<file path="src/rtl/access_ctrl_param.sv">
// Parametrised parking access controller: keypad-gated entry with wrong-key alarm,
// tailgating lockout, gate-open and key-entry timeouts, and a visible failed-attempt count.
module access_ctrl_param #(
    parameter int unsigned          CLAVE_W        = 16,
    parameter logic [CLAVE_W-1:0]   CLAVE_CORRECTA = 16'h1234,
    parameter int unsigned          MAX_INTENTOS   = 3,
    parameter int unsigned          T_COMPUERTA    = 1000,
    parameter int unsigned          T_CLAVE        = 5000,
    localparam int unsigned         CNT_W          = $clog2(MAX_INTENTOS + 1)
) (
    input  logic               clock,
    input  logic               reset,
    input  logic               sensor_llegada_vehiculo,
    input  logic               sensor_ingreso_vehiculo,
    input  logic               clave_valida,
    input  logic [CLAVE_W-1:0] clave_ingresada,
    output logic               senal_compuerta,
    output logic               senal_alarma_pin,
    output logic               senal_alarma_bloqueo,
    output logic [CNT_W-1:0]   intentos_fallidos
);

    localparam int unsigned T_MAX = (T_CLAVE > T_COMPUERTA) ? T_CLAVE : T_COMPUERTA;
    localparam int unsigned TMR_W = $clog2(T_MAX + 1);

    localparam logic [TMR_W-1:0] T_CLAVE_LAST = TMR_W'(T_CLAVE - 1);
    localparam logic [TMR_W-1:0] T_COMP_LAST  = TMR_W'(T_COMPUERTA - 1);
    localparam logic [CNT_W-1:0] CNT_MAX      = CNT_W'(MAX_INTENTOS);
    localparam logic [CNT_W-1:0] CNT_LAST     = CNT_W'(MAX_INTENTOS - 1);

    typedef enum logic [2:0] {
        StIdle,
        StEsperaClave,
        StAbierta,
        StAlarmaPin,
        StBloqueo
    } state_e;

    state_e           state_q, state_d;
    logic [TMR_W-1:0] timer_q, timer_d;
    logic [CNT_W-1:0] cnt_q, cnt_d;
    logic             compuerta_q, compuerta_d;
    logic             alarma_pin_q, alarma_pin_d;
    logic             alarma_bloqueo_q, alarma_bloqueo_d;

    logic key_match;
    logic key_ok;
    logic key_bad;

    assign key_match = (clave_ingresada == CLAVE_CORRECTA);
    assign key_ok    = clave_valida && key_match;
    assign key_bad   = clave_valida && !key_match;

    // Rule order inside each state is the priority order: keys beat sensors, ingreso beats timeout.
    always_comb begin
        state_d = state_q;
        cnt_d   = cnt_q;
        unique case (state_q)
            StIdle: begin
                if (sensor_llegada_vehiculo) begin
                    state_d = StEsperaClave;
                end
            end
            StEsperaClave: begin
                if (key_ok) begin
                    state_d = StAbierta;
                    cnt_d   = '0;
                end else if (key_bad) begin
                    if (cnt_q == CNT_LAST) begin
                        state_d = StAlarmaPin;
                        cnt_d   = CNT_MAX;
                    end else begin
                        cnt_d = cnt_q + 1'b1;
                    end
                end else if (!sensor_llegada_vehiculo) begin
                    state_d = StIdle;
                end else if (timer_q == T_CLAVE_LAST) begin
                    state_d = StIdle;
                end
            end
            StAbierta: begin
                if (sensor_ingreso_vehiculo && sensor_llegada_vehiculo) begin
                    state_d = StBloqueo;
                end else if (sensor_ingreso_vehiculo) begin
                    state_d = StIdle;
                end else if (timer_q == T_COMP_LAST) begin
                    state_d = StIdle;
                end
            end
            StAlarmaPin: begin
                if (key_ok) begin
                    state_d = StAbierta;
                    cnt_d   = '0;
                end
            end
            StBloqueo: begin
                if (key_ok) begin
                    state_d = StIdle;
                    cnt_d   = '0;
                end
            end
            default: begin
                state_d = StIdle;
            end
        endcase
    end

    // Single shared timer: restarts on any state change, runs only in the timed states.
    always_comb begin
        timer_d = timer_q;
        if (state_d != state_q) begin
            timer_d = '0;
        end else if ((state_q == StEsperaClave || state_q == StAbierta) && (timer_q != '1)) begin
            timer_d = timer_q + 1'b1;
        end
    end

    // Outputs are decoded from the next state so they come straight out of flops.
    always_comb begin
        compuerta_d      = (state_d == StAbierta);
        alarma_pin_d     = (state_d == StAlarmaPin);
        alarma_bloqueo_d = (state_d == StBloqueo);
    end

    always_ff @(posedge clock or negedge reset) begin
        if (!reset) begin
            state_q          <= StIdle;
            timer_q          <= '0;
            cnt_q            <= '0;
            compuerta_q      <= 1'b0;
            alarma_pin_q     <= 1'b0;
            alarma_bloqueo_q <= 1'b0;
        end else begin
            state_q          <= state_d;
            timer_q          <= timer_d;
            cnt_q            <= cnt_d;
            compuerta_q      <= compuerta_d;
            alarma_pin_q     <= alarma_pin_d;
            alarma_bloqueo_q <= alarma_bloqueo_d;
        end
    end

    assign senal_compuerta      = compuerta_q;
    assign senal_alarma_pin     = alarma_pin_q;
    assign senal_alarma_bloqueo = alarma_bloqueo_q;
    assign intentos_fallidos    = cnt_q;

    a_outputs_exclusive : assert property (@(posedge clock) disable iff (!reset)
        !(senal_alarma_pin && senal_alarma_bloqueo) &&
        !(senal_compuerta && (senal_alarma_pin || senal_alarma_bloqueo)));

endmodule

</file>
<file path="config.mk">
export PLATFORM = sky130hd
export DESIGN_NAME = access_ctrl_param
export DESIGN_NICKNAME = d
export VERILOG_FILES = /design/src/rtl/access_ctrl_param.sv
export SDC_FILE = /design/constraint.sdc
export NUM_CORES = 1
export LEC_CHECK = 0
export CAP_MARGIN = 10
export CORE_MARGIN = 10
export CORE_UTILIZATION = 50
export DETAILED_ROUTE_END_ITERATION = 8
export PLACE_DENSITY = 0.78
export SLEW_MARGIN = 20
export SYNTH_ARGS = -nofsm -noshare
export SYNTH_HDL_FRONTEND = slang
export SYNTH_SLANG_ARGS = --single-unit
</file>
<file path="constraint.sdc">
create_clock -name clock -period 2.6 [get_ports clock]
set_input_delay 0.26 -clock clock [delete_from_list [all_inputs] [get_ports clock]]
set_output_delay 0.26 -clock clock [all_outputs]
set_load 0.01 [all_outputs]
</file>
# --- After elaboration in Yosys (flattened, before gate mapping) ---
# Cells that the tools add are included.
classes:
  n_eq_ne: 15
  n_mux: 19
  addsub: 2
  reduce_logical: 11
ops:
  columns: ["operator", "count"]
  rows:
  - ["two-way mux 3 bit", 11]
  - ["two-way mux 13 bit", 2]
  - ["equality test 16 x 13 -> 1 bit, second input constant", 1]
  - ["one-hot mux 3 bit (5 select lines)", 1]
  - ["adder 13 x 1 -> 13 bit, second input constant", 1]
  - ["equality test 13 x 10 -> 1 bit, second input constant", 1]
  - ["equality test 13 bit, second input constant", 1]
  - ["!= test 13 bit, second input constant", 1]
  - ["equality test 3 x 2 -> 1 bit, second input constant", 4]
  - ["two-way mux 2 bit", 4]
  - ["equality test 3 bit, second input constant", 2]
  - ["logical AND 1 bit", 4]
  - ["one-hot mux 2 bit (2 select lines)", 1]
  - ["nonzero test 2 bit", 2]
  - ["equality test 3 x 1 -> 1 bit, second input constant", 1]
  - ["logical NOT 3 bit", 1]
  - ["!= test 3 bit", 1]
  - ["!= test 3 bit, second input constant", 1]
  - ["AND reduction 3 bit", 1]
  - ["adder 2 x 1 -> 2 bit, second input constant", 1]
  - ["equality test 2 bit, second input constant", 1]
  - ["!= test 2 x 1 -> 1 bit, second input constant", 1]
  - ["OR reduction 2 bit", 1]
  - ["logical NOT 1 bit", 1]
  - ["logical OR 1 bit", 1]
word_totals:
  input_bits: 21
  elab_cells: 53
  output_inout_bits: 5
  register_bits: 21

# --- Longest topological paths before layout ---
depth:
  word_depth: 8
  depth_mapped: 7
  ltp_nobuf: 6

# --- Worst setup path before layout ---
# OpenSTA, ideal clock, no wires.
synth_timing:
  path_type: "reg2reg"
  start: "reg timer_q[0]"
  end: "reg timer_q[1]"
  period_less_slack_ns: 1.876
  n_path_buf: 0
  setup_slack_ns: 0.724
  path_stages_with_launch: 7
  required_ns: 2.514
  t_arrival_ns: 1.790
  cell_sequence: "dfrtp_1 > ha_1 > nand4_1 > nor4_1 > nor2_1 > mux2i_1 > nor3_1"
synth_between:
  elab_chain_cells: 8
  word_cells_on_any_way: 17
synth_lines:
  columns: ["element", "line", "text"]
  rows:
  - ["start: declaration", "40", "logic [TMR_W-1:0] timer_q, timer_d;"]
  - ["start signal: assignment", "135", "timer_q <= timer_d;"]
  - ["equality test 13 bit", "77", "end else if (timer_q == T_CLAVE_LAST) begin"]
  - ["two-way mux 3 bit", "77", null]
  - ["two-way mux 3 bit", "75", "end else if (!sensor_llegada_vehiculo) begin"]
  - ["two-way mux 3 bit", "68", "end else if (key_bad) begin"]
  - ["two-way mux 3 bit", "65", "if (key_ok) begin"]
  - ["one-hot mux 3 bit (5 select lines)", "58", "unique case (state_q)"]
  - ["!= test 3 bit", "111", "if (state_d != state_q) begin"]
  - ["two-way mux 13 bit or nonzero test 2 bit (tied branches)", null, null]
# Parallel ways exist; a longest one is shown, timed or not. The select of a mux whose other input is x is not followed.
# A chain may end at the register's enable or synchronous reset.

# --- Worst setup path after layout ---
layout_timing:
  start: "reg timer_q[0]"
  end: "reg timer_q[10]"
# Same word-level chain as after synthesis.

==> flow_metrics.env <==
export IMPL_fin_crit_ns=2.047
export IMPL_design_final_nets=184
export IMPL_peakVddDrop_v=0.0005517
export IMPL_status="finished, final reports clean"
export IMPL_leakage_nw=0.6279
export IMPL_clock_skew_final_ns=0.003505
export IMPL_power_density_nw_per_um2=742.2
export IMPL_overflow=0
export IMPL_fin_total_pwr_mw=1.166
export IMPL_post_route_drc_count=0
export IMPL_ios=26
export IMPL_utilization_pct=64.02
export IMPL_num_vias=1161
export IMPL_viasPerCell=6.111
export IMPL_pre_cts_ws_ns=0.3116
export IMPL_diodes=0
export IMPL_gp_congestion=0.8890
export IMPL_avgSynthCellArea_um2=9.530
export IMPL_die_h_um=70.35
export IMPL_grt_total_usage_pct=12.34
export IMPL_grt_setup_unrepaired="false"
export IMPL_setup_violations_final=0
export IMPL_synth_fp_nets=156
export IMPL_relSlewSlack_pct=38.74
export IMPL_maxCapViolations=0
export IMPL_clkSlewWorstSetupHoldPaths_ns=0.11
export IMPL_first_pass_iters=4
export IMPL_cts_tree="done"
export IMPL_drive_above_1_share_pct=7.500
export IMPL_cts_sinks=21
export IMPL_post_cts_buffers=0
export IMPL_synth_area_top_cells="dfrtp_1, nor3_1, xnor2_1"
export IMPL_r2r_setup_slack_ns=0.55
export IMPL_hold_buffers=0
export IMPL_multi_input_area_um2=694.4
export IMPL_core_area_um2=2455
export IMPL_clk_latency_ns=0.30
export IMPL_critPathMaxFanout=4
export IMPL_grt_antenna_before_repair=0
export IMPL_root_buffer="clkbuf_4"
export IMPL_dieWidth_um=70.35
export IMPL_yosysUniqueCellTypes=42
export IMPL_r2r_start="timer_q[0]"
export IMPL_placementRows=18
export IMPL_drt_iter0_drc=102
export IMPL_met3_usage_pct=3.107
export IMPL_period_share_pct=78.72
export IMPL_setup_worst_path_start="timer_q[0]"
export IMPL_use_met2_pct=22.55
export IMPL_ant_nets=0
export IMPL_cts_buffers=3
export IMPL_yosysWarnings=0
export IMPL_worstPathArrival_ns=2.25
export IMPL_seqCellArea_um2=525.5
export IMPL_end_kind="flip-flop"
export IMPL_worst_slew_pin_slew_ns=0.9161
export IMPL_synth_area_leader_cell="dfrtp_1"
export IMPL_max_freq_ghz=0.4886
export IMPL_h_tree_depth=1
export IMPL_worstRegToRegCells=6
export IMPL_r2r_end="timer_q[10]"
export IMPL_portBuffers=25
export IMPL_met1_usage_pct=13.76
export IMPL_setup_tns_ns=0
export IMPL_dp_hpwl_um=2359
export IMPL_wirelength_um=3050
export IMPL_grt_pass1_vias=1114
export IMPL_wl_per_cell_um=16.05
export IMPL_ys_async_sr_fraction_pct=100.0
export IMPL_hold_viol_final=0
export IMPL_ys_seq_area_share_pct=41.46
export IMPL_grt_busiest_layer="met2"
export IMPL_yosysTopAreaCellShare_pct=41.46
export IMPL_synth_flop_cell="dfrtp_1"
export IMPL_setup_slack_ns=0.5532
export IMPL_syn_cell_area_um2=1267
export IMPL_syn2layout_area_growth_pct=23.99
export IMPL_critical_path_class="flip-flop to flip-flop"
export IMPL_synth_cells=133
export IMPL_fillers=208
export IMPL_grt_max_degree=22
export IMPL_clockBufferDepth=2
export IMPL_start_kind="flip-flop"
export IMPL_final_max_slew_viol_count=0
export IMPL_dieArea_um2=4949
export IMPL_hp_class="input port to async pin"
export IMPL_crit_required_ns=2.80
export IMPL_synth_edf_count=0
export IMPL_ys_ff_latch=21
export IMPL_ctsResizeCount=0
export IMPL_initial_core_util_pct=51.63
export IMPL_holdWs_ns=0.4536
export IMPL_grt_pass1_wl_um=5188
## logic make-up (layout without fill, tap and decap cells)
| logic type | Yosys count | after routing | synth area share (%) |
|---|---|---|---|
| adder cells (fa/ha/maj) | 2 | 2 | 1.974 |
| AND/OR/NAND/NOR | 68 | 68 | 31.19 |
| buffers and inverters | 9 | 36 | 3.751 |
| XOR/XNOR | 8 | 8 | 5.528 |
| multiplexers | 3 | 3 | 2.369 |
| AO/OA/AOI/OAI | 22 | 22 | 13.72 |
| flip-flops | 21 | 21 | 41.46 |
## per-stage QoR
stage,area (um2),instances
after CTS,1572,190
after detailed placement,1545,186
after global routing,1572,190
after floorplan,1267,133
final,1572,190
after global placement,1545,186
## critical path, stage by stage (launching register included)
cell and delay, ns:
dfrtp_1 0.42, ha_1 0.23, nand4_1 0.20, nor4_1 0.61, and3_1 0.26, mux2i_1 0.18, nor3_1 0.05
## worst max-delay path by stage
| stage | end | slack (ns) | cells after the start |
|---|---|---|---|
| after floorplan | timer_q[1] | 0.72 | 6 |
| after global placement | timer_q[3] | 0.34 | 7 |
| after detailed placement | timer_q[3] | 0.31 | 7 |
| after CTS | timer_q[10] | 0.60 | 6 |
| after global routing | timer_q[10] | 0.35 | 6 |
| final | timer_q[10] | 0.55 | 6 |
## cells in the final DEF, fill, tap and decap left out, drive strengths merged, types with 3 or more instances in the layout
cell           instances
a21oi                  4
and3                   4
buf                    3
clkbuf                 4
clkdlybuf4s50         25
dfrtp                 21
inv                    4
mux2i                  3
nand2                  8
nand3                  6
nand4                  4
nor2                  10
nor2b                  4
nor3                  12
nor3b                  3
nor4                   7
o2111ai                3
xnor2                  6
## cell type report
| type | instances | area share [%] |
|---|---|---|
| sequential | 21 | 33.44 |
| inverter | 4 | 0.9554 |
| timing repair buffer | 28 | 17.36 |
| clock buffer | 4 | 1.672 |
| tap | 30 | 2.389 |
| multi-input combinational | 103 | 44.19 |
## where the power goes
part	leakage, nW	total [mW]	switching, mW	internal [mW]
Combinational	0.331	0.538	0.281	0.257
Sequential	0.282	0.472	0.0839	0.389
Clock	0.0150	0.156	0.0963	0.0599
Total	0.628	1.17	0.461	0.706
## synth_stat cells (2+ instances only)
cell type,count
a21oi_1,4
a31o_2,2
and3_1,4
buf_2,2
dfrtp_1,21
ha_1,2
inv_1,4
mux2i_1,3
nand2_1,8
nand2b_1,2
nand3_1,6
nand4_1,4
nor2_1,10
nor2b_1,4
nor3_1,12
nor3b_1,3
nor4_1,6
o2111ai_1,3
o211ai_1,2
o21ai_0,2
or4_1,2
xnor2_1,6
xor2_1,2
## registers in the layout, indices dropped and copies added (netlist names)
name	flops
timer_q	13
intentos_fallidos	2
senal_alarma_pin	1
state_q	3
senal_alarma_bloqueo	1
senal_compuerta	1
## metal layers
metal / share of wire [%] / wire length, um
met2: 53 / 1614
met3: 4.4 / 134
met4: 0.75 / 23
met5: 0 / 0
met1: 42 / 1278
Note: power is estimated with default switching activity, not from simulation.
